### config.mk
export PLATFORM = sky130hd
export DESIGN_NAME = axil_read_mo_flat
export DESIGN_NICKNAME = d
export VERILOG_FILES = /design/src/rtl/axil_read_mo_if.sv /design/src/rtl/axil_read_mo.sv /design/src/flat_wrapper.sv
export SDC_FILE = /design/constraint.sdc
export NUM_CORES = 1
export LEC_CHECK = 0
export CAP_MARGIN = 20
export CORE_MARGIN = 2
export CORE_UTILIZATION = 59
export DETAILED_ROUTE_END_ITERATION = 10
export PLACE_DENSITY = 0.81
export SLEW_MARGIN = 20
export SYNTH_ARGS = -nofsm -noshare
export SYNTH_HDL_FRONTEND = slang
export SYNTH_SLANG_ARGS = --single-unit
export TNS_END_PERCENT = 1
### constraint.sdc
create_clock -name s_axi_aclk -period 7.65 [get_ports s_axi_aclk]
set_input_delay 1.53 -clock s_axi_aclk [delete_from_list [all_inputs] [get_ports s_axi_aclk]]
set_output_delay 1.53 -clock s_axi_aclk [all_outputs]
set_load 0.005 [all_outputs]
### src/rtl/axil_read_mo_if.sv
// axil_read_mo_if: AXI4-Lite read channels plus the config-side request/result port.
// master = the read engine, slave = the AXI slave / config client.
interface axil_read_mo_if #(
    parameter int ADDR_W = 32,
    parameter int DATA_W = 32
);
    logic [ADDR_W-1:0] s_axi_araddr;
    logic              s_axi_arvalid;
    logic              s_axi_arready;
    logic [DATA_W-1:0] s_axi_rdata;
    logic [1:0]        s_axi_rresp;
    logic              s_axi_rvalid;
    logic              s_axi_rready;
    logic              s_axi_cfg_rvalid;
    logic [ADDR_W-1:0] s_axi_cfg_raddr;
    logic              s_axi_cfg_rready;
    logic [DATA_W-1:0] s_axi_cfg_rdata;
    logic [ADDR_W-1:0] s_axi_cfg_rdaddr;
    logic [1:0]        s_axi_cfg_rresp;
    logic              s_axi_cfg_rdv;
    logic              s_axi_cfg_busy;
    logic              s_axi_cfg_timeout;

    modport master (
        output s_axi_araddr, s_axi_arvalid, s_axi_rready,
        output s_axi_cfg_rready, s_axi_cfg_rdata, s_axi_cfg_rdaddr,
        output s_axi_cfg_rresp, s_axi_cfg_rdv, s_axi_cfg_busy,
        output s_axi_cfg_timeout,
        input  s_axi_arready, s_axi_rdata, s_axi_rresp, s_axi_rvalid,
        input  s_axi_cfg_rvalid, s_axi_cfg_raddr
    );

    modport slave (
        input  s_axi_araddr, s_axi_arvalid, s_axi_rready,
        input  s_axi_cfg_rready, s_axi_cfg_rdata, s_axi_cfg_rdaddr,
        input  s_axi_cfg_rresp, s_axi_cfg_rdv, s_axi_cfg_busy,
        input  s_axi_cfg_timeout,
        output s_axi_arready, s_axi_rdata, s_axi_rresp, s_axi_rvalid,
        output s_axi_cfg_rvalid, s_axi_cfg_raddr
    );
endinterface

### src/rtl/axil_read_mo.sv
// axil_read_mo: queued AXI4-Lite read master with multiple outstanding reads.
// Optional R-wait timeout enabled by defining AXIL_RD_TIMEOUT_EN.
module axil_read_mo #(
    parameter int ADDR_W      = 32,
    parameter int DATA_W      = 32,
    parameter int CMD_DEPTH   = 4,
    parameter int MAX_OUT     = 4,
    parameter int TIMEOUT_CYC = 1024
) (
    input logic s_axi_aclk,
    input logic s_axi_areset,
    axil_read_mo_if.master bus
);
    localparam int AW = $clog2(CMD_DEPTH);
    localparam int PW = AW + 1;
    localparam int IW = (MAX_OUT > 1) ? $clog2(MAX_OUT) : 1;
    localparam int CW = $clog2(MAX_OUT + 1);

    logic [ADDR_W-1:0] cmd_mem_q [CMD_DEPTH];
    logic [PW-1:0]     wr_ptr_q, wr_ptr_d;
    logic [PW-1:0]     rd_ptr_q, rd_ptr_d;
    logic              rdy_q, full_d;
    logic [ADDR_W-1:0] ifl_mem_q [MAX_OUT];
    logic [IW-1:0]     ifl_wr_q, ifl_rd_q;
    logic [CW-1:0]     out_cnt_q, out_cnt_d;
    logic              arvalid_q;
    logic [ADDR_W-1:0] araddr_q;
    logic              rdv_q;
    logic [DATA_W-1:0] rdata_q;
    logic [1:0]        rresp_q;
    logic [ADDR_W-1:0] rdaddr_q;

    logic              fifo_empty, push, pop, bypass;
    logic              ar_hs, r_hs, room, retire, to_fire;
    logic [ADDR_W-1:0] head_addr;

    function automatic logic [IW-1:0] ifl_inc(input logic [IW-1:0] i);
        return (i == IW'(MAX_OUT - 1)) ? '0 : i + IW'(1);
    endfunction

    assign fifo_empty = (wr_ptr_q == rd_ptr_q);
    assign push       = bus.s_axi_cfg_rvalid && rdy_q;
    assign ar_hs      = arvalid_q && bus.s_axi_arready;
    assign r_hs       = bus.s_axi_rvalid && (out_cnt_q != '0);
    assign retire     = r_hs || to_fire;
    assign room       = ({1'b0, out_cnt_q} + {{CW{1'b0}}, arvalid_q})
                        < (CW+1)'(MAX_OUT);
    // An empty queue forwards the incoming request straight onto AR.
    assign pop        = (!arvalid_q || bus.s_axi_arready)
                        && (!fifo_empty || push) && room;
    assign bypass     = pop && fifo_empty;
    assign head_addr  = fifo_empty ? bus.s_axi_cfg_raddr
                                   : cmd_mem_q[rd_ptr_q[AW-1:0]];

    always_comb begin
        wr_ptr_d = wr_ptr_q;
        rd_ptr_d = rd_ptr_q;
        if (push && !bypass) wr_ptr_d = wr_ptr_q + PW'(1);
        if (pop && !fifo_empty) rd_ptr_d = rd_ptr_q + PW'(1);
        full_d = (wr_ptr_d[PW-1] != rd_ptr_d[PW-1])
                 && (wr_ptr_d[AW-1:0] == rd_ptr_d[AW-1:0]);
        out_cnt_d = out_cnt_q;
        case ({ar_hs, retire})
            2'b10:   out_cnt_d = out_cnt_q + CW'(1);
            2'b01:   out_cnt_d = out_cnt_q - CW'(1);
            default: out_cnt_d = out_cnt_q;
        endcase
    end

    always_ff @(posedge s_axi_aclk) begin
        if (push && !bypass) cmd_mem_q[wr_ptr_q[AW-1:0]] <= bus.s_axi_cfg_raddr;
        if (ar_hs) ifl_mem_q[ifl_wr_q] <= araddr_q;
    end

    always_ff @(posedge s_axi_aclk or posedge s_axi_areset) begin
        if (s_axi_areset) begin
            wr_ptr_q  <= '0;
            rd_ptr_q  <= '0;
            rdy_q     <= 1'b0;
            ifl_wr_q  <= '0;
            ifl_rd_q  <= '0;
            out_cnt_q <= '0;
            arvalid_q <= 1'b0;
            araddr_q  <= '0;
            rdv_q     <= 1'b0;
            rdata_q   <= '0;
            rresp_q   <= '0;
            rdaddr_q  <= '0;
        end else begin
            wr_ptr_q  <= wr_ptr_d;
            rd_ptr_q  <= rd_ptr_d;
            rdy_q     <= !full_d;
            out_cnt_q <= out_cnt_d;
            if (ar_hs) ifl_wr_q <= ifl_inc(ifl_wr_q);
            if (retire) ifl_rd_q <= ifl_inc(ifl_rd_q);
            if (pop) begin
                arvalid_q <= 1'b1;
                araddr_q  <= head_addr;
            end else if (ar_hs) begin
                arvalid_q <= 1'b0;
            end
            rdv_q <= retire;
            if (r_hs) begin
                rdata_q  <= bus.s_axi_rdata;
                rresp_q  <= bus.s_axi_rresp;
                rdaddr_q <= ifl_mem_q[ifl_rd_q];
            end else if (to_fire) begin
                rdata_q  <= '0;
                rresp_q  <= 2'b10;
                rdaddr_q <= ifl_mem_q[ifl_rd_q];
            end
        end
    end

`ifdef AXIL_RD_TIMEOUT_EN
    localparam int TW = $clog2(TIMEOUT_CYC + 1);
    logic [TW-1:0] to_cnt_q;
    logic          timeout_q;

    // Counter starts the cycle after AR, so the strobe lands TIMEOUT_CYC after it.
    assign to_fire = (out_cnt_q != '0) && !r_hs
                     && (to_cnt_q == TW'(TIMEOUT_CYC - 2));

    always_ff @(posedge s_axi_aclk or posedge s_axi_areset) begin
        if (s_axi_areset) begin
            to_cnt_q  <= '0;
            timeout_q <= 1'b0;
        end else begin
            if (out_cnt_q == '0 || r_hs || to_fire) to_cnt_q <= '0;
            else to_cnt_q <= to_cnt_q + TW'(1);
            if (to_fire) timeout_q <= 1'b1;
        end
    end

    assign bus.s_axi_cfg_timeout = timeout_q;
`else
    assign to_fire = 1'b0;
    assign bus.s_axi_cfg_timeout = 1'b0;
`endif

    assign bus.s_axi_araddr     = araddr_q;
    assign bus.s_axi_arvalid    = arvalid_q;
    assign bus.s_axi_rready     = (out_cnt_q != '0);
    assign bus.s_axi_cfg_rready = rdy_q;
    assign bus.s_axi_cfg_rdata  = rdata_q;
    assign bus.s_axi_cfg_rdaddr = rdaddr_q;
    assign bus.s_axi_cfg_rresp  = rresp_q;
    assign bus.s_axi_cfg_rdv    = rdv_q;
    assign bus.s_axi_cfg_busy   = !fifo_empty || arvalid_q || (out_cnt_q != '0);
endmodule
### src/flat_wrapper.sv
// flat-port wrapper written by rule: the top's interface ports become plain ports
module axil_read_mo_flat 
#(
    parameter int ADDR_W      = 32,
    parameter int DATA_W      = 32,
    parameter int CMD_DEPTH   = 4,
    parameter int MAX_OUT     = 4,
    parameter int TIMEOUT_CYC = 1024
)
  (s_axi_aclk, s_axi_areset, bus_s_axi_araddr, bus_s_axi_arvalid, bus_s_axi_rready, bus_s_axi_cfg_rready, bus_s_axi_cfg_rdata, bus_s_axi_cfg_rdaddr, bus_s_axi_cfg_rresp, bus_s_axi_cfg_rdv, bus_s_axi_cfg_busy, bus_s_axi_cfg_timeout, bus_s_axi_arready, bus_s_axi_rdata, bus_s_axi_rresp, bus_s_axi_rvalid, bus_s_axi_cfg_rvalid, bus_s_axi_cfg_raddr);
  axil_read_mo_if #(.ADDR_W(ADDR_W), .DATA_W(DATA_W)) bus_i ();
  input logic s_axi_aclk;
  input logic s_axi_areset;
  output wire logic [$bits(bus_i.s_axi_araddr)-1:0] bus_s_axi_araddr;
  output wire logic [$bits(bus_i.s_axi_arvalid)-1:0] bus_s_axi_arvalid;
  output wire logic [$bits(bus_i.s_axi_rready)-1:0] bus_s_axi_rready;
  output wire logic [$bits(bus_i.s_axi_cfg_rready)-1:0] bus_s_axi_cfg_rready;
  output wire logic [$bits(bus_i.s_axi_cfg_rdata)-1:0] bus_s_axi_cfg_rdata;
  output wire logic [$bits(bus_i.s_axi_cfg_rdaddr)-1:0] bus_s_axi_cfg_rdaddr;
  output wire logic [$bits(bus_i.s_axi_cfg_rresp)-1:0] bus_s_axi_cfg_rresp;
  output wire logic [$bits(bus_i.s_axi_cfg_rdv)-1:0] bus_s_axi_cfg_rdv;
  output wire logic [$bits(bus_i.s_axi_cfg_busy)-1:0] bus_s_axi_cfg_busy;
  output wire logic [$bits(bus_i.s_axi_cfg_timeout)-1:0] bus_s_axi_cfg_timeout;
  input wire logic [$bits(bus_i.s_axi_arready)-1:0] bus_s_axi_arready;
  input wire logic [$bits(bus_i.s_axi_rdata)-1:0] bus_s_axi_rdata;
  input wire logic [$bits(bus_i.s_axi_rresp)-1:0] bus_s_axi_rresp;
  input wire logic [$bits(bus_i.s_axi_rvalid)-1:0] bus_s_axi_rvalid;
  input wire logic [$bits(bus_i.s_axi_cfg_rvalid)-1:0] bus_s_axi_cfg_rvalid;
  input wire logic [$bits(bus_i.s_axi_cfg_raddr)-1:0] bus_s_axi_cfg_raddr;
  assign bus_s_axi_araddr = bus_i.s_axi_araddr;
  assign bus_s_axi_arvalid = bus_i.s_axi_arvalid;
  assign bus_s_axi_rready = bus_i.s_axi_rready;
  assign bus_s_axi_cfg_rready = bus_i.s_axi_cfg_rready;
  assign bus_s_axi_cfg_rdata = bus_i.s_axi_cfg_rdata;
  assign bus_s_axi_cfg_rdaddr = bus_i.s_axi_cfg_rdaddr;
  assign bus_s_axi_cfg_rresp = bus_i.s_axi_cfg_rresp;
  assign bus_s_axi_cfg_rdv = bus_i.s_axi_cfg_rdv;
  assign bus_s_axi_cfg_busy = bus_i.s_axi_cfg_busy;
  assign bus_s_axi_cfg_timeout = bus_i.s_axi_cfg_timeout;
  assign bus_i.s_axi_arready = bus_s_axi_arready;
  assign bus_i.s_axi_rdata = bus_s_axi_rdata;
  assign bus_i.s_axi_rresp = bus_s_axi_rresp;
  assign bus_i.s_axi_rvalid = bus_s_axi_rvalid;
  assign bus_i.s_axi_cfg_rvalid = bus_s_axi_cfg_rvalid;
  assign bus_i.s_axi_cfg_raddr = bus_s_axi_cfg_raddr;
  axil_read_mo #(.ADDR_W(ADDR_W), .DATA_W(DATA_W), .CMD_DEPTH(CMD_DEPTH), .MAX_OUT(MAX_OUT), .TIMEOUT_CYC(TIMEOUT_CYC)) u_core (.s_axi_aclk(s_axi_aclk), .s_axi_areset(s_axi_areset), .bus(bus_i));
endmodule
==> results of run 1 <==
==> state kept, by name (all words and copies together), names as in the netlist, 3 cells and up <==
name	flops
u_core.bus.s_axi_cfg_rdaddr	32
u_core.bus.s_axi_cfg_rdata	32
u_core.out_cnt_q	3
u_core.wr_ptr_q	3
u_core.bus.s_axi_araddr	32
u_core.cmd_mem_q	128
u_core.rd_ptr_q	3
u_core.ifl_mem_q	128
==> metal layers <==
layer | vias up | track usage
met4 | 0 | 0.0734
met2 | 267 | 0.380
li1 | 3157 | -
met5 | - | 0
met1 | 3784 | 0.305
met3 | 54 | 0.0378
==> where the power goes <==
group	switching, mW	leakage (nW)	internal, mW
Combinational	1.10	1.93	1.26
Clock	0.715	0.578	1.04
Sequential	0.383	3.63	2.81
==> path summary, 6_finish.rpt <==
path	from	end	slack, ps	cells past startpoint
setup reg to reg	u_core.rd_ptr_q[0]	u_core.bus.s_axi_araddr[20]	4440	6
setup / recovery	u_core.rd_ptr_q[0]	bus_s_axi_cfg_busy	3310	5
min in group asynchronous	s_axi_areset	u_core.bus.s_axi_cfg_rdaddr[1]	1490	2
hold / removal	u_core.bus.s_axi_cfg_rdaddr[4]	u_core.bus.s_axi_cfg_rdaddr[4]	500	1
hold reg to reg	u_core.bus.s_axi_cfg_rdaddr[4]	u_core.bus.s_axi_cfg_rdaddr[4]	500	1
max in group asynchronous	s_axi_areset	u_core.rd_ptr_q[0]	4860	3
==> final cells by class <==
cell class / count / area [um2]
clock inverter: 20 / 173
multi-input combinational: 292 / 3330
fill: 1310 / 6110
tap: 319 / 399
sequential: 370 / 10500
clock buffer: 48 / 1020
timing repair buffer: 187 / 1860
inverter: 10 / 40.0
==> kinds of logic after synthesis <==
kind of cell,share of synthesized area
other cells,0.000266
buf+inv,0.0176
xor+xnor,0.00906
simple gates,0.0212
compound gates,0.0348
mux,0.158
fa+ha+maj,0.0112
flops,0.748
==> per-stage QoR <==
stage / utilization / total power, mW / worst slack [ps]
after floorplan: - / 4.57 / 3100
after global placement: 0.688 / 5.43 / 3410
after detailed placement: 0.689 / 5.59 / 3420
after CTS: 0.740 / 7.36 / 3280
after global routing: 0.740 / 7.66 / 3170
final: 0.740 / 7.31 / 3310
==> cell usage in the layout, fill, tap and decap left out, types with 2 or more instances in the layout <==
master	synthesis	final
sky130_fd_sc_hd__a21o_1	2	2
sky130_fd_sc_hd__a21oi_1	21	21
sky130_fd_sc_hd__a21oi_2	15	14
sky130_fd_sc_hd__and2_1	3	3
sky130_fd_sc_hd__and3_1	4	4
sky130_fd_sc_hd__buf_4	2	13
sky130_fd_sc_hd__bufinv_16	0	3
sky130_fd_sc_hd__clkbuf_1	13	8
sky130_fd_sc_hd__clkbuf_16	0	39
sky130_fd_sc_hd__clkdlybuf4s50_1	0	173
sky130_fd_sc_hd__clkinv_1	0	9
sky130_fd_sc_hd__clkinv_2	0	5
sky130_fd_sc_hd__clkinvlp_4	0	2
sky130_fd_sc_hd__dfrtp_1	114	112
sky130_fd_sc_hd__dfrtp_2	0	2
sky130_fd_sc_hd__edfxtp_1	256	256
sky130_fd_sc_hd__ha_1	11	11
sky130_fd_sc_hd__inv_1	10	9
sky130_fd_sc_hd__mux2_2	69	69
sky130_fd_sc_hd__mux4_2	64	64
sky130_fd_sc_hd__nand2_1	6	5
sky130_fd_sc_hd__nor2_1	36	36
sky130_fd_sc_hd__nor3_1	2	2
sky130_fd_sc_hd__o22ai_1	32	32
sky130_fd_sc_hd__xnor2_1	6	6
sky130_fd_sc_hd__xnor2_2	2	2
sky130_fd_sc_hd__xor2_1	3	3
==> worst register-to-register path, stage by stage (launching register included) <==
cell and delay, ps:
sky130_fd_sc_hd__dfrtp_2 340, sky130_fd_sc_hd__buf_4 550, sky130_fd_sc_hd__xnor2_2 220, sky130_fd_sc_hd__and3_4 560, sky130_fd_sc_hd__nand3_2 700, sky130_fd_sc_hd__o22ai_1 540, sky130_fd_sc_hd__a21oi_1 140
==> results.md, run 1 <==
- Outcome: completed
- Worst-path maximum fanout: 40
- Number of register bits inferred by synthesis: 370
- Worst supply voltage drop on vdd: 0.210 mV
- Clk root buf: sky130_fd_sc_hd__clkbuf_16
- Number of primary I/O pins: 175
- Fraction of synthesized cell area taken by the top area cell type: 0.545
- Wire length of the first global-routing pass: 42.5 mm
- All-layer global routing usage: 0.225
- Area of the core: 0.0235 mm2
- Leakage power total: 6.13 nW
- Largest net degree at the start of global routing: 71
- Critical path type: reg2out
- Min-delay worst type: reg2reg
- Met1 routed wirelength after detailed routing: 11.3 mm
- Ordered cell list for the critical path: buf_4 > xnor2_2 > and3_4 > nand2_1 > clkdlybuf4s50_1
- Number of global-route vias before repair: 7535
- Via/cell ratio: 5.83
- Mean cell area of the mapped netlist: 19.9 um2
- Clock tree from TritonCTS: yes
- Num CTS Buffers: 37
- Buffering stage count on the worst path with inverters included: 2
- Number of antenna-violating nets in the routed design: 0
- Cell Count Post-Placement: 1178
- Top cells by area, synth: sky130_fd_sc_hd__edfxtp_1 55%, sky130_fd_sc_hd__dfrtp_1 20%, sky130_fd_sc_hd__mux4_2 10%
- Post-CTS Setup Bufs: 0
- Relative slew slack: 0.392
- Post-synthesis instance area: 0.0141 mm2
- PwrDens: 421 mW/mm2
- Uppermost routed layer: met4
- Most frequent cells after synthesis: 256 x sky130_fd_sc_hd__edfxtp_1, 114 x sky130_fd_sc_hd__dfrtp_1, 69 x sky130_fd_sc_hd__mux2_2
- Post-synthesis net count: 793
- Final estimated routing congestion in global placement: 0.782
- Max cap viols: 0
- Final Cell Area: 0.0174 mm2
- Final Hold Vio Count: 0
- Most repeated cell in the gate-level netlist after synthesis: sky130_fd_sc_hd__edfxtp_1
- Total DRC errors in the routed layout: 0
- Count of endpoints failing setup in the final report: 0
- Worst hold slack: 502 ps
- Post_cts resized: 0
- Die Outline Area: 0.0251 mm2
- CTS clock-pin slew for the worst setup and hold paths: 60 ps
- CP arrival: 2810 ps
- Total number of vias: 7262
- Final cell count without fillers: 1246
- Final antenna diode count: 0
- CTS Hold Buffers Added: 0
- Wire length on met3: 1.68 mm
- Synth warnings: 0
- Remaining global-route overflow: 0
- Placed instance area: 0.0162 mm2
- Post-synth EDFFs: 256
- Antenna violations before repair: 0
- Die Wd: 159 um
- Routed wl met2: 14.1 mm
- Rows: 56
- Critical Path Max Stage Delay: 560 ps
- Type of element launching the critical path: flip-flop
- Kind of capture point of the worst setup path: primary output
- Final-report max-slew violation count: 0
- Category of cells accounting for the largest share of critical-path delay: buffers and inverters
- Count of input and output buffers: 173
- Library cells used by synthesis: 39
- Growth of design area from synthesis to finish: 23.2%
- Setup repair after global routing missed its margin: no
- NumNets Final: 981
- Synthesized instance count: 710
- Register area share after synthesis: 0.748
- Slew at the pin closest to its max-slew limit: 913 ps
- Worst endpoint required time: 6120 ps
- Wire length reported by the detailed router: 27.8 mm
- Slowest CP cell: sky130_fd_sc_hd__and3_4
- Max Clock Freq: 231 MHz
- Number of sinks driven by the clock tree: 370
- Top FF cell, synth: sky130_fd_sc_hd__edfxtp_1
- Number of H-tree levels: 2
- Leading area contributor after synthesis: sky130_fd_sc_hd__edfxtp_1
- DRT iter0 DRCs: 509
- Pre-Repair DR Iteration Count: 5
- Average wire length per cell after detail routing: 22.3 um
- Fraction of final layout cells sized beyond drive strength 1: 0.244
- Share of flip-flops with an asynchronous set or reset after synthesis: 0.308
- Sum of negative setup slack: 0 ps
- Final worst path period share: 0.567
- Clock latency of the later-clocked register in the worst-skew pair: 510 ps
- Detailed placement HPWL: 17.5 mm
- Max Root-Sink Buffers: 3
- Clock skew after layout: 18.2 ps
- Die extent in y: 159 um
- Final critical-path required period: 4340 ps
- Initial standard-cell utilization of the core: 0.600
Note: power is estimated with default switching activity, not from simulation.
==> run 2, diff against run 1 <==
--- a/config.mk
+++ b/config.mk
@@ -7,9 +7,9 @@
 export LEC_CHECK = 0
 export CAP_MARGIN = 20
 export CORE_MARGIN = 2
-export CORE_UTILIZATION = 59
+export CORE_UTILIZATION = 55
 export DETAILED_ROUTE_END_ITERATION = 10
-export PLACE_DENSITY = 0.81
+export PLACE_DENSITY = 0.76
 export SLEW_MARGIN = 20
 export SYNTH_ARGS = -nofsm -noshare
 export SYNTH_HDL_FRONTEND = slang
==> constraint.sdc (replaced) <==
create_clock -name s_axi_aclk -period 4.1 [get_ports s_axi_aclk]
set_input_delay 0.82 -clock s_axi_aclk [delete_from_list [all_inputs] [get_ports s_axi_aclk]]
set_output_delay 0.82 -clock s_axi_aclk [all_outputs]
set_load 0.005 [all_outputs]
==> run 2 against run 1 <==
  * Sequential cell count unchanged
  * Worst setup slack worse by 2600 ps
  * Critical path depth unchanged
  * Sequential share of layout area down 0.45 points
  * Non-clock buffer count up 2
  * Critical endpoint unchanged
  * Utilization down 4.5 points
  * First-iteration DRC count up 13%
  * Critical path type unchanged
  * Register-to-register slack worse by 3400 ps
  * Clock skew down 11 ps
  * Die area up 7.1%
  * Sequential power up 87%
  * Final cell count up 1.0%
  * Largest power group unchanged
==> results.md, run 2 (same netlist as run 1, synthesis figures left out) <==
- Outcome: completed (unchanged)
- Fraction of final layout cells sized beyond drive strength 1: 0.256 (was 0.244)
- Register Area: 0.0105 mm2 (unchanged)
- Initial standard-cell utilization of the core: 0.560 (was 0.600)
- Setup repair after global routing missed its margin: no (unchanged)
- Number of global-route vias before repair: 7637 (was 7535)
- Ordered cell list for the critical path: buf_4 > xnor2_1 > and3_4 > nand2_1 > clkdlybuf4s50_1 (was buf_4 > xnor2_2 > and3_4 > nand2_1 > clkdlybuf4s50_1)
- Kind of capture point of the worst setup path: primary output (unchanged)
- Wire length of the first global-routing pass: 42.0 mm (was 42.5 mm)
- CTS Hold Buffers Added: 0 (unchanged)
- Area of the core: 0.0252 mm2 (was 0.0235 mm2)
- Max Root-Sink Buffers: 3 (unchanged)
- Sum of negative setup slack: 0 ps (unchanged)
- Final critical-path required period: 3380 ps
- Final estimated routing congestion in global placement: 0.750 (was 0.782)
- Largest net degree at the start of global routing: 57 (was 71)
- Wire length reported by the detailed router: 27.4 mm (was 27.8 mm)
- Critical path type: reg2out (unchanged)
- Post_cts resized: 0 (unchanged)
- Max cap viols: 0 (unchanged)
- Number of antenna-violating nets in the routed design: 0 (unchanged)
- Total number of vias: 7190 (was 7262)
- Worst endpoint required time: 3280 ps (was 6120 ps)
- Die Outline Area: 0.0269 mm2 (was 0.0251 mm2)
- Clock latency of the later-clocked register in the worst-skew pair: 510 ps (about the same)
- Rows: 58 (was 56)
- DRT iter0 DRCs: 576 (was 509)
- Type of element launching the critical path: flip-flop (unchanged)
- Post-CTS Setup Bufs: 0 (unchanged)
- Final Hold Vio Count: 0 (unchanged)
- Area used by multi-input combinational logic: 0.00333 mm2 (unchanged)
- Leakage power total: 6.21 nW (was 6.13 nW)
- Slew at the pin closest to its max-slew limit: 854 ps (was 913 ps)
- Most frequent cells in the layout: 256 x sky130_fd_sc_hd__edfxtp_1, 173 x sky130_fd_sc_hd__clkdlybuf4s50_1, 112 x sky130_fd_sc_hd__dfrtp_1 (unchanged)
- Clk root buf: sky130_fd_sc_hd__clkbuf_16 (unchanged)
- Number of fillers in the final layout: 1535 (was 1310)
- Total DRC errors in the routed layout: 0 (unchanged)
- Number of primary I/O pins: 175 (unchanged)
- Commonest non-fill, non-tap cell in the layout: sky130_fd_sc_hd__edfxtp_1 (unchanged)
- NumNets Final: 984 (was 981)
- Min-delay worst type: reg2reg (unchanged)
- Via/cell ratio: 5.71 (was 5.83)
- Count of input and output buffers: 173 (unchanged)
- Die extent in y: 164 um (was 159 um)
- Num CTS Buffers: 38 (was 37)
- Critical Path Max Stage Delay: 550 ps (was 560 ps)
- Cell count of the worst reg-to-reg path: 6 (unchanged)
- Clock tree from TritonCTS: yes (unchanged)
- Worst-path maximum fanout: 40 (unchanged)
- Pre-Repair DR Iteration Count: 5 (unchanged)
- Final-report max-slew violation count: 0 (unchanged)
- Number of sinks driven by the clock tree: 370 (unchanged)
- All-layer global routing usage: 0.208 (was 0.225)
- Antenna violations before repair: 0 (unchanged)
- Die Wd: 164 um (was 159 um)
- CTS clock-pin slew for the worst setup and hold paths: 60 ps (about the same)
- Growth of design area from synthesis to finish: 24.1% (was 23.2%)
- Relative slew slack: 0.429 (was 0.392)
- PwrDens: 791 mW/mm2 (was 421 mW/mm2)
- Final worst path period share: 0.825
- Final antenna diode count: 0 (unchanged)
- Number of instances on the worst hold path: 1 (unchanged)
- Worst setup slack for register-to-register paths: 1080 ps (was 4440 ps)
- Slowest CP cell: sky130_fd_sc_hd__and3_4 (unchanged)
- Count of endpoints failing setup in the final report: 0 (unchanged)
- Total power draw: 13.8 mW (was 7.31 mW)
- Worst supply voltage drop on vdd: 0.544 mV (was 0.210 mV)
- Final Util: 0.695 (was 0.740)
- Remaining global-route overflow: 0 (unchanged)
- Clock skew after layout: 7.67 ps (was 18.2 ps)
- Max Clock Freq: 296 MHz
- CP arrival: 2560 ps (was 2810 ps)
- Detailed placement HPWL: 17.6 mm (was 17.5 mm)
- Number of H-tree levels: 2 (unchanged)
- Average wire length per cell after detail routing: 21.8 um (was 22.3 um)
[run 2: where the power goes]
group	switching [mW]	leakage [nW]	total, mW	internal (mW)
registers	0.702	3.63	5.95	5.25
clock network	1.36	0.646	3.55	2.18
logic	2.01	1.93	4.35	2.34
total	4.08	6.21	13.8	9.77
[run 2: routing by layer]
metal | up-vias | GRT usage | wire, um | share of wire
met5 | - | 0 | 0 | 0
met4 | 0 | 0.0873 | 945 | 0.034
met3 | 51 | 0.0311 | 1580 | 0.058
met2 | 272 | 0.357 | 14000 | 0.51
met1 | 3708 | 0.270 | 10900 | 0.40
li1 | 3159 | - | - | -
[run 2: worst max-delay path, delay by kind of cell (launching register included)]
kind,cells,cell delay (ps)
buffers and inverters,2,880
and+or+nand+nor,2,650
DFF,1,320
xor gates and xnor gates,1,170
[run 2: area by class of cell]
cell class,instances,area share
Multi-Input combinational cell,292,0.191
Sequential cell,370,0.603
Tap cell,330,0.0236
Clock inverter,26,0.0180
Clock buffer,42,0.0564
Timing Repair Buffer,189,0.107
Inverter,10,0.00229
[run 2: worst paths after layout]
path                                                         to                             from
worst min register to register  u_core.bus.s_axi_cfg_rdaddr[15]  u_core.bus.s_axi_cfg_rdaddr[15]
worst max register to register      u_core.bus.s_axi_araddr[26]               u_core.rd_ptr_q[1]
worst max-delay path                         bus_s_axi_cfg_busy               u_core.rd_ptr_q[1]
max in group asynchronous         u_core.bus.s_axi_cfg_rresp[0]                     s_axi_areset
worst min-delay path            u_core.bus.s_axi_cfg_rdaddr[15]  u_core.bus.s_axi_cfg_rdaddr[15]
min in group asynchronous        u_core.bus.s_axi_cfg_rdaddr[4]                     s_axi_areset
[run 2: per-stage QoR]
step	instances	hold slack (ps)	cell area (um2)	setup slack, ps
after floorplan	710	474	14100	264
after global routing	1259	520	17500	549
after CTS	1259	505	17500	696
final	1259	502	17500	718
after global placement	1191	487	16200	1060
after detailed placement	1191	493	16200	895
==> run 3, diff against run 2 <==
==> constraint.sdc (replaced) <==
create_clock -name s_axi_aclk -period 3.4 [get_ports s_axi_aclk]
set_input_delay 0.68 -clock s_axi_aclk [delete_from_list [all_inputs] [get_ports s_axi_aclk]]
set_output_delay 0.68 -clock s_axi_aclk [all_outputs]
set_load 0.005 [all_outputs]
==> run 3 against run 2 <==
  * Final cell count is 0.24% higher
  * Critical endpoint unchanged
  * Sequential cell count unchanged
  * Critical path depth is 1 lower
  * Die area unchanged
  * Clock power up 11%
  * Total power grew 19%
  * Wire length rose by 1.0%
  * Clock-buffer cell count grew 7
  * Worst setup slack got worse by 330 ps
  * Global-route usage increased by 0.32 points
  * Sequential share of layout area grew 0.30 points
  * Non-clock buffer count is 3 higher
==> results.md, run 3 (same netlist as run 1, synthesis figures left out) <==
- Final-report max-slew violation count: 0 (unchanged)
- Initial standard-cell utilization of the core: 0.560 (unchanged)
- Worst hold slack: 505 ps (was 502 ps)
- Fraction of final layout cells sized beyond drive strength 1: 0.250 (was 0.256)
- Post_cts resized: 0 (unchanged)
- DRT iter0 DRCs: 654 (was 576)
- Wire length reported by the detailed router: 27.7 mm (was 27.4 mm)
- Sum of negative setup slack: 0 ps (unchanged)
- Slew at the pin closest to its max-slew limit: 886 ps (was 854 ps)
- CTS Hold Buffers Added: 0 (unchanged)
- Via/cell ratio: 5.67 (was 5.71)
- Outcome: completed (unchanged)
- Final Hold Vio Count: 0 (unchanged)
- Min-delay worst type: reg2reg (unchanged)
- Number of primary I/O pins: 175 (unchanged)
- Register Area: 0.0105 mm2 (unchanged)
- Clock skew after layout: 17.1 ps (was 7.67 ps)
- Critical path type: reg2out (unchanged)
- Share of total power in combinational logic: 0.321 (was 0.314)
- Count of endpoints failing setup in the final report: 0 (unchanged)
- Worst endpoint required time: 2720 ps (was 3280 ps)
- Switching part of the total: 0.300 (was 0.294)
- Kind of capture point of the worst setup path: primary output (unchanged)
- Die Wd: 164 um (unchanged)
- Final Util: 0.691 (was 0.695)
- Die extent in y: 164 um (unchanged)
- Number of fillers in the final layout: 1540 (was 1535)
- Register share of total power: 0.439 (was 0.430)
- NumNets Final: 986 (was 984)
- Setup repair after global routing missed its margin: no (unchanged)
- Growth of design area from synthesis to finish: 23.5% (was 24.1%)
- Max Clock Freq: 332 MHz
- Placement Setup Slack: 437 ps (was 895 ps)
- All-layer global routing usage: 0.212 (was 0.208)
- Number of sinks driven by the clock tree: 370 (unchanged)
- Largest net degree at the start of global routing: 70 (was 57)
- Antenna violations before repair: 0 (unchanged)
- Final worst slack: 392 ps (was 718 ps)
- Area used by multi-input combinational logic: 0.00333 mm2 (unchanged)
- Max Root-Sink Buffers: 3 (unchanged)
- Commonest non-fill, non-tap cell in the layout: sky130_fd_sc_hd__edfxtp_1 (unchanged)
- Total number of vias: 7158 (was 7190)
- Wire length of the first global-routing pass: 43.1 mm (was 42.0 mm)
- Relative slew slack: 0.410 (was 0.429)
- Post-CTS Setup Bufs: 0 (unchanged)
- Pre-Repair DR Iteration Count: 5 (unchanged)
- Clock tree from TritonCTS: yes (unchanged)
- Type of element launching the critical path: flip-flop (unchanged)
- Number of H-tree levels: 2 (unchanged)
- Most frequent cells in the layout: 256 x sky130_fd_sc_hd__edfxtp_1, 173 x sky130_fd_sc_hd__clkdlybuf4s50_1, 112 x sky130_fd_sc_hd__dfrtp_1 (unchanged)
- CTS clock-pin slew for the worst setup and hold paths: 60 ps (about the same)
- Die Outline Area: 0.0269 mm2 (unchanged)
- Final worst path period share: 0.885
- Design internal power: 11.5 mW (was 9.77 mW)
- Number of global-route vias before repair: 7712 (was 7637)
- CP arrival: 2330 ps (was 2560 ps)
- Average wire length per cell after detail routing: 22.0 um (was 21.8 um)
- Total DRC errors in the routed layout: 0 (unchanged)
- Num CTS Buffers: 37 (was 38)
- Clk root buf: sky130_fd_sc_hd__clkbuf_16 (unchanged)
- Clock latency of the later-clocked register in the worst-skew pair: 520 ps (was 510 ps)
- Rows: 58 (unchanged)
- Count of input and output buffers: 173 (unchanged)
- Relative contribution of the clock network to total power: 0.240 (was 0.256)
- Remaining global-route overflow: 0 (unchanged)
- Final antenna diode count: 0 (unchanged)
- Worst supply voltage drop on vdd: 0.487 mV (was 0.544 mV)
- Final estimated routing congestion in global placement: 0.742 (was 0.750)
- Final critical-path required period: 3010 ps
- Worst-path maximum fanout: 40 (unchanged)
- Leakage power total: 6.15 nW (was 6.21 nW)
- Max cap viols: 0 (unchanged)
- Detailed placement HPWL: 17.7 mm (was 17.6 mm)
- Switching component of the power: 4.93 mW (was 4.08 mW)
- Area of the core: 0.0252 mm2 (unchanged)
- PwrDens: 943 mW/mm2 (was 791 mW/mm2)
- Number of antenna-violating nets in the routed design: 0 (unchanged)
==> run 3: metal layers <==
layer / GRT usage / wire length (um)
met5: 0 / 0
met3: 0.0419 / 1680
met1: 0.284 / 11400
met4: 0.0789 / 742
met2: 0.348 / 13900
==> run 3: worst paths after layout <==
kind,slack (ps),end,start,cells after the start
setup / recovery,390,bus_s_axi_cfg_busy,u_core.wr_ptr_q[1],4
hold / removal,510,u_core.bus.s_axi_cfg_rdaddr[25],u_core.bus.s_axi_cfg_rdaddr[25],1
setup reg to reg,630,u_core.bus.s_axi_araddr[11],u_core.wr_ptr_q[1],5
hold reg to reg,510,u_core.bus.s_axi_cfg_rdaddr[25],u_core.bus.s_axi_cfg_rdaddr[25],1
max in group asynchronous,2020,u_core.bus.s_axi_araddr[20],s_axi_areset,3
min in group asynchronous,630,u_core.bus.s_axi_cfg_rdaddr[6],s_axi_areset,2
==> run 3: critical path: stages (launching register included) <==
cell                              delay, ps
sky130_fd_sc_hd__dfrtp_1                450
sky130_fd_sc_hd__xnor2_1                220
sky130_fd_sc_hd__and3_4                 570
sky130_fd_sc_hd__nand2_1                110
sky130_fd_sc_hd__clkdlybuf4s50_1        470
==> run 3: layout make-up <==
cell class | instances | area share
Tap cell | 330 | 0.0237
Multi-Input combinational cell | 292 | 0.191
Timing Repair Buffer | 192 | 0.108
Clock buffer | 49 | 0.0600
Sequential cell | 370 | 0.606
Clock inverter | 19 | 0.00834
Inverter | 10 | 0.00237
==> run 3: power groups by stage <==
| stage | clock [mW] | sequential (mW) | combinational (mW) |
|---|---|---|---|
| 2_1_floorplan | 0 | 6.97 | 3.31 |
| 3_3_place_gp | 0 | 7.16 | 5.11 |
| 3_5_place_dp | 0 | 7.30 | 5.31 |
| 4_1_cts | 4.02 | 7.22 | 5.35 |
| 5_1_grt | 4.20 | 7.36 | 5.70 |
| 6_report | 3.94 | 7.21 | 5.27 |
==> run 3: through the flow <==
step           total power [mW]  area [um2]  instances
2_1_floorplan              10.3       14100        710
3_3_place_gp               12.3       16200       1194
3_5_place_dp               12.6       16200       1194
4_1_cts                    16.6       17400       1262
5_1_grt                    17.3       17400       1262
6_report                   16.4       17400       1262
